==> src/rtl/mem_arbiter.sv <==
// mem_arbiter: one single-port unified memory shared by fetch (F) and memory stage (M); data wins conflicts; optional perf counters via ARB_PERF_CNT_EN.
// Latency: grant on the edge after a request is seen in IDLE; Ready is combinational with MemAck; one idle cycle between transactions.
// Backpressure: StallF/StallM held while a request is outstanding; watchdog (TIMEOUT>0) aborts unacknowledged requests with BusErr.
module mem_arbiter #(
    parameter int AW      = 32,
    parameter int DW      = 32,
    parameter int TIMEOUT = 15
) (
    input  logic          clk,
    input  logic          reset,
    input  logic          IReqF,
    input  logic [AW-1:0] IAddrF,
    output logic [DW-1:0] IRdataF,
    output logic          IReadyF,
    input  logic          DReqM,
    input  logic          DWeM,
    input  logic [AW-1:0] DAddrM,
    input  logic [DW-1:0] DWdataM,
    output logic [DW-1:0] DRdataM,
    output logic          DReadyM,
    output logic          BusErr,
    output logic          MemReq,
    output logic          MemWe,
    output logic [AW-1:0] MemAddr,
    output logic [DW-1:0] MemWdata,
    input  logic [DW-1:0] MemRdata,
    input  logic          MemAck,
    output logic          StallF,
    output logic          StallM,
    output logic [31:0]   IGrantCnt,
    output logic [31:0]   DGrantCnt,
    output logic [31:0]   ConflictCnt
);

    typedef enum logic [1:0] {
        IDLE  = 2'd0,
        IBUSY = 2'd1,
        DBUSY = 2'd2
    } stateT;

    // Wait counter only has to reach TIMEOUT-1; a zero TIMEOUT disables the abort path.
    localparam int CW      = (TIMEOUT > 1) ? $clog2(TIMEOUT) : 1;
    localparam int TLIM    = (TIMEOUT > 0) ? TIMEOUT - 1 : 0;
    localparam bit WDOG_EN = (TIMEOUT > 0);

    stateT         state;
    logic [CW-1:0] waitCnt;
    logic          busy;
    logic          ackHit;
    logic          timeoutHit;
    logic          done;

    // Completion decode: a real ack always beats the watchdog in the same cycle,
    // and nothing completes while reset is held or outside a BUSY state.
    assign busy       = (state == IBUSY) || (state == DBUSY);
    assign ackHit     = busy && MemAck && !reset;
    assign timeoutHit = WDOG_EN && busy && !MemAck && !reset && (waitCnt == CW'(TLIM));
    assign done       = ackHit || timeoutHit;

    assign IReadyF = done && (state == IBUSY);
    assign DReadyM = done && (state == DBUSY);
    assign BusErr  = timeoutHit;

    // Read data is only forwarded on a genuine ack; aborted or idle cycles return zero.
    assign IRdataF = (ackHit && (state == IBUSY)) ? MemRdata : '0;
    assign DRdataM = (ackHit && (state == DBUSY)) ? MemRdata : '0;

    assign StallF = IReqF && !IReadyF;
    assign StallM = DReqM && !DReadyM;

    // Arbitration FSM: latch the granted request, hold it until ack or abort, then idle one cycle.
    always_ff @(posedge clk) begin
        if (reset) begin
            state    <= IDLE;
            MemReq   <= 1'b0;
            MemWe    <= 1'b0;
            MemAddr  <= '0;
            MemWdata <= '0;
            waitCnt  <= '0;
        end else begin
            case (state)
                IDLE: begin
                    if (DReqM) begin
                        state    <= DBUSY;
                        MemReq   <= 1'b1;
                        MemWe    <= DWeM;
                        MemAddr  <= DAddrM;
                        MemWdata <= DWdataM;
                        waitCnt  <= '0;
                    end else if (IReqF) begin
                        state    <= IBUSY;
                        MemReq   <= 1'b1;
                        MemWe    <= 1'b0;
                        MemAddr  <= IAddrF;
                        MemWdata <= '0;
                        waitCnt  <= '0;
                    end
                end
                IBUSY, DBUSY: begin
                    if (done) begin
                        state  <= IDLE;
                        MemReq <= 1'b0;
                    end else begin
                        waitCnt <= waitCnt + CW'(1);
                    end
                end
                default: begin
                    state  <= IDLE;
                    MemReq <= 1'b0;
                end
            endcase
        end
    end

`ifdef ARB_PERF_CNT_EN
    // Performance counters: grants per requester and IDLE cycles where both stages compete.
    always_ff @(posedge clk) begin
        if (reset) begin
            IGrantCnt   <= '0;
            DGrantCnt   <= '0;
            ConflictCnt <= '0;
        end else if (state == IDLE) begin
            if (DReqM) begin
                DGrantCnt <= DGrantCnt + 32'd1;
            end else if (IReqF) begin
                IGrantCnt <= IGrantCnt + 32'd1;
            end
            if (DReqM && IReqF) begin
                ConflictCnt <= ConflictCnt + 32'd1;
            end
        end
    end
`else
    assign IGrantCnt   = '0;
    assign DGrantCnt   = '0;
    assign ConflictCnt = '0;
`endif

endmodule
==> config.mk <==
export PLATFORM = sky130hd
export DESIGN_NAME = mem_arbiter
export DESIGN_NICKNAME = d
export VERILOG_FILES = /design/src/rtl/mem_arbiter.sv
export SDC_FILE = /design/constraint.sdc
export NUM_CORES = 1
export LEC_CHECK = 0
export CORE_AREA = 5 5 138 140
export CTS_BUF_LIST = sky130_fd_sc_hd__clkbuf_16
export CTS_CLUSTER_SIZE = 16
export DETAILED_ROUTE_END_ITERATION = 6
export DIE_AREA = 0 0 143 145
export GPL_ROUTABILITY_DRIVEN = 0
export GPL_TIMING_DRIVEN = 1
export SLEW_MARGIN = 20
export SYNTH_ARGS = -nofsm -noshare
export SYNTH_HDL_FRONTEND = slang
export SYNTH_SLANG_ARGS = --single-unit
export TNS_END_PERCENT = 10
==> constraint.sdc <==
create_clock -name clk -period 2.6 [get_ports clk]
set_clock_uncertainty 0.15 [all_clocks]
set_input_delay 0.52 -clock clk [delete_from_list [all_inputs] [get_ports clk]]
set_output_delay 0.52 -clock clk [all_outputs]
set_load 0.02 [all_outputs]
**Word-level counts from Yosys, hierarchy flattened**

Index checks and enable logic that the tools add are counted.
Widths: inputs -> output; s select.

- Flip-flop bits (word level): 72
- Bits in latches: 0
- Bits in writable memories: 0
- Memory bits (read-only): 0
- Input port bits: 134
- Word-level logic and storage cells: 57
- Memories: 0

- Add/subtract/negate cells: 1
- Multipliers: 0
- Div/mod/pow operators: 0
- Magnitude comparators: 0
- Equality and inequality tests: 6
- Shift operators: 0
- Muxes and demuxes: 20
- Bitwise logic cells: 0
- Reductions and logical operators: 24

Operators by type and width:

| cell | count |
|---|---|
| $mux 32 | 6 |
| $mux 4 | 3 |
| $logic_and 1x1->1 | 11 |
| $pmux 4 s2 | 1 |
| $mux 2 | 3 |
| $mux 1 | 5 |
| $add 4x1->4 const B | 1 |
| $eq 4x4->1 const B | 1 |
| $logic_not 1->1 | 4 |
| $ne 2x2->1 const B | 2 |
| $pmux 2 s2 | 1 |
| $reduce_and 2->1 | 2 |
| $reduce_bool 2->1 | 2 |
| $ne 3x3->1 const B | 1 |
| $reduce_and 3->1 | 1 |
| $eq 2x1->1 const B | 1 |
| $eq 2x2->1 const B | 1 |
| $logic_not 2->1 | 1 |
| $logic_or 1x1->1 | 2 |
| $pmux 1 s2 | 1 |
| $reduce_or 2->1 | 1 |

**Depth between registers and ports, before layout**

- Depth after elaboration: 9
- Depth in mapped cells: 7
- Depth with buffers taken out: 6

**Least setup slack after synthesis**

OpenSTA, ideal clock, no wires.

- Path kind: register to output
- Start: register waitCnt[0]
- End: output StallF
- Data arrival time: 1.549 ns
- Required time: 1.930 ns
- Setup slack: 0.381 ns
- Stages on the path, launching flop included: 7
- Buffers on the path: 0
- Cell sequence: dfxtp_1 inv_1 ha_1 a31oi_2 nor2_1 and2_1 nor2b_1

- Longest elaborated chain between the ends: 6

Ends and longest elaborated chain:

| element | RTL line | RTL |
|---|---|---|
| start: declaration | 47 | `logic [CW-1:0] waitCnt;` |
| start signal: assignment | 104 | `waitCnt <= waitCnt + CW'(1);` |
| $eq 4x4->1 | 57 | `assign timeoutHit = WDOG_EN && busy && !MemAck && !reset && (waitCnt == CW'(TLIM));` |
| $logic_and 1x1->1 | 57 |  |
| $logic_or 1x1->1 | 58 | `assign done = ackHit \|\| timeoutHit;` |
| $logic_and 1x1->1 | 60 | `assign IReadyF = done && (state == IBUSY);` |
| net IReadyF | 14 | `output logic IReadyF,` |
| $logic_not 1->1 | 68 | `assign StallF = IReqF && !IReadyF;` |
| $logic_and 1x1->1 | 68 |  |
| end: declaration | 28 | `output logic StallF,` |

The timed path passes the listed nets, and every way through them passes these cells.

**Final worst setup path**

- Start: register state[0]
- End: output IRdataF[22]

- Longest elaborated chain between the ends: 6
- Elaborated cells on any way between the ends: 7

Ends and longest elaborated chain:

| element | RTL line | RTL |
|---|---|---|
| start: declaration | 46 | `stateT state;` |
| start signal: assignment | 74 | `state <= IDLE;` |
| start signal: assignment | 84 | `state <= DBUSY;` |
| start signal: assignment | 91 | `state <= IBUSY;` |
| $eq 2x1->1 or $eq 2x2->1 (tied branches) | 55, 65 |  |
| $logic_or 1x1->1 | 55 | `assign busy = (state == IBUSY) \|\| (state == DBUSY);` |
| $logic_and 1x1->1 (2 in a row) | 56 | `assign ackHit = busy && MemAck && !reset;` |
| $logic_and 1x1->1 * | 65 | `assign IRdataF = (ackHit && (state == IBUSY)) ? MemRdata : '0;` |
| $mux 32 * | 65 |  |
| end: declaration | 13 | `output logic [DW-1:0] IRdataF,` |

Every way passes the cells marked *; elsewhere a longest branch is shown, timed or not.

==> results.py <==
metrics = {
    "sta": {
        "fmax_mhz": 399.1,
        "hold_violations": 0,
        "max-slew-margin-rel_pct": 34.30,
        "drv_slew": 0,
        "worst_pin_slew_ns": 0.9855,
        "holdWs_ns": 0.3267,
        "final_min_period_over_clock_period_pct": 96.38,
        "setup_viol": 0,
        "fin_crit_ns": 2.506,
        "setup_tns_ns": 0,
    },
    "global_routing": {
        "grt_antenna_before_repair": 1,
        "grt_pass1_wl_mm": 22.22,
        "grt_pass1_vias": 3774,
        "grt_max_degree": 75,
        "overflow": 0,
        "track_usage_pct": 13.62,
    },
    "placed_design": {
        "hpwlAfterDp_mm": 11.94,
        "port_buffers": 268,
        "place_area_sq_um": 6939,
        "place_inst": 962,
    },
    "power_and_ir_drop": {
        "power.density_nw_per_um2": 548.6,
        "ir_worst_vdd_mv": 0.2552,
        "p_leak_nw": 3.123,
    },
    "setup_path": {
        "path_buf_inv": 4,
        "cp-end-kind": "output pin",
        "cpPeakStageDelay_ns": 0.33,
        "cp_max_fo": 16,
        "cp.arrival_ns": 1.84,
        "cp_slowest_cell": "dfxtp_2",
        "rrSetupSlack_ns": 0.87,
        "worstSetupPathType": "flop to output pin",
        "crit_required_ns": 1.93,
        "crit_path_start_kind": "flop",
        "path_cells": "inv_2 -> ha_4 -> nor2b_4 -> and3_4 -> buf_12 -> buf_16 -> and2_1 -> buf_4",
        "critPathTopFamily": "simple AND/OR/NAND/NOR gates",
    },
    "cts": {
        "clk_pin_slew_ns": 0.05,
        "holdBufCountCts": 0,
        "clkLatencyLatePin_ns": 0.32,
        "cts-buffers-inserted": 9,
        "htreeDepth": 3,
        "cts_tree": "yes",
        "cts_root_buffer": "clkbuf_16",
        "cts.sinks": 72,
        "max-clock-path-buffers": 2,
    },
    "finish": {
        "finalNetCount": 886,
        "multi_input_area_sq_um": 2381,
        "n_fill_cell": 1819,
        "drive_gt1_share_pct": 21.30,
        "areaGrowthSynthToFinish_pct": 61.80,
        "register_area_sq_um": 1445,
        "layout_common_cells": "clkdlybuf4s50_1 (196), conb_1 (96), dfxtp_1 (69)",
        "fin_cells": 980,
        "fin_area_sq_um": 7049,
        "utilization_pct": 39.79,
        "antenna_cells": 0,
        "mostFrequentLayoutCell": "clkdlybuf4s50_1",
    },
    "floorplanning": {
        "pin_count": 365,
        "fp.dieW_microns": 143,
        "start_util_pct": 24.59,
        "core_sq_um": 17720,
        "die_h_microns": 145,
        "die-area_sq_um": 20740,
        "rows": 49,
    },
    "routing": {
        "antenna_left": 0,
        "via_per_inst": 3.983,
        "routed-via-count": 3903,
        "wl_per_cell_microns": 15.64,
        "drtPass1Iterations": 4,
        "drt_iter0_drc": 109,
        "routed_wl_mm": 15.32,
        "route.detailed.drc": 0,
    },
    "worst_hold_path": {
        "hold_path.class": "flop to flop",
    },
    "flow_run": {
        "drv_cap": 0,
    },
    "synth": {
        "yosysSeqAreaShare_pct": 33.08,
        "yosys_warnings": 0,
        "ys_types": 38,
        "syn_inst": 480,
        "avgSynthCellArea_sq_um": 9.076,
        "synth_seq_cells": 72,
        "syn_area_sq_um": 4357,
    },
    "outcome": {
        "outcome": "finished clean",
    },
}
-- where the power goes --
group	internal (W)	switching, W	total [W]	leakage, nW
Combinational	0.000668	0.000789	0.00146	2.39
Clock	0.000636	0.000453	0.00109	0.132
Sequential	0.00125	0.0000750	0.00132	0.595
-- flip-flops by register name, indices dropped and copies added (netlist names) --
register / cells
MemAddr: 32
MemWdata: 32
waitCnt: 4
state: 2
MemReq: 1
MemWe: 1
-- final timing paths --
kind / start / cells after the start / end
worst min register to register: MemReq$_SDFFE_PP0P_ / 2 / MemReq$_SDFFE_PP0P_
worst min-delay path: MemReq$_SDFFE_PP0P_ / 2 / MemReq$_SDFFE_PP0P_
worst max-delay path: state[0]$_SDFFE_PP0P_ / 8 / IRdataF[22]
worst max register to register: state[0]$_SDFFE_PP0P_ / 8 / waitCnt[2]$_SDFFE_PP0P_
-- synth_stat cells (all sizes together) --
cell	count	share of area, %
nor2b	5	0.72
and2	67	9.6
o2bb2ai	1	0.20
a22oi	33	5.7
dfxtp	72	33
clkbuf	7	0.86
a211oi	33	8.9
ha	5	1.4
nand3b	1	0.17
a31oi	1	0.29
o22ai	1	0.29
nand2b	4	0.57
inv	5	0.43
nor3	2	0.23
conb	1	0.086
nand3	2	0.23
buf	121	20
o21ba	1	0.23
o21ai	3	0.69
nand2	1	0.086
o21a	2	0.37
nor4b	1	0.20
mux2i	32	7.4
nor2	70	6.6
and3	2	0.29
a22o	1	0.20
o31ai	1	0.17
a21o	1	0.17
a221oi	1	0.20
a21oi	3	0.34
-- stage by stage --
stage	total power, W	setup slack (ns)
3_3_place_gp	0.002791	-0.2810
5_1_grt	0.004087	-0.0007032
6_report	0.003867	0.09407
3_5_place_dp	0.002795	-0.2878
2_1_floorplan	0.002289	0.3809
4_1_cts	0.003924	-0.08757
-- logic make-up (layout without fill, tap and decap cells) --
group,count (synthesis),in the layout,synth area share [%]
AOI/OAI and AO/OA,82,82,17.75
adders and majority gates,5,5,1.436
buffers and inverters,133,309,21.57
DFF,72,72,33.08
muxes,32,32,7.352
other,1,96,0.08607
and+or+nand+nor,155,155,18.72
-- area by class of cell --
type,count,share of cell area (%)
Inverter,5,0.2662
Timing Repair Buffer,289,37.65
Multi-Input combinational cell,370,33.78
Tap cell,229,4.065
Clock inverter,6,0.5502
Sequential cell,72,20.50
Clock buffer,9,3.195
-- repair_timing --
item                                   in CTS  in global routing
pin swaps                                   2                  2
endpoints found under the hold margin       0                  0
gates resized for setup                   229                 55
setup endpoints to repair                  65                 37
buffers inserted                            0                  1
cloned                                      1                  1
-- worst register-to-register path, stage by stage (launching register included) --
cell and delay (ns):
dfxtp_2 0.33, inv_2 0.05, ha_4 0.26, buf_4 0.13
nand2b_1 0.07, buf_4 0.16, o22ai_2 0.26, o21a_1 0.15
o21ba_1 0.12
-- per-layer routing --
metal | part of all wire, % | wire, microns | track usage, % | up-vias
met5 | 0.085 | 13 | 0 | -
met4 | 1.1 | 173 | 3.327 | 2
met3 | 12 | 1788 | 5.397 | 12
met2 | 49 | 7517 | 23.92 | 208
met1 | 38 | 5831 | 15.33 | 1722
li1 | - | - | - | 1959
Power figures use the tool's default switching activity.
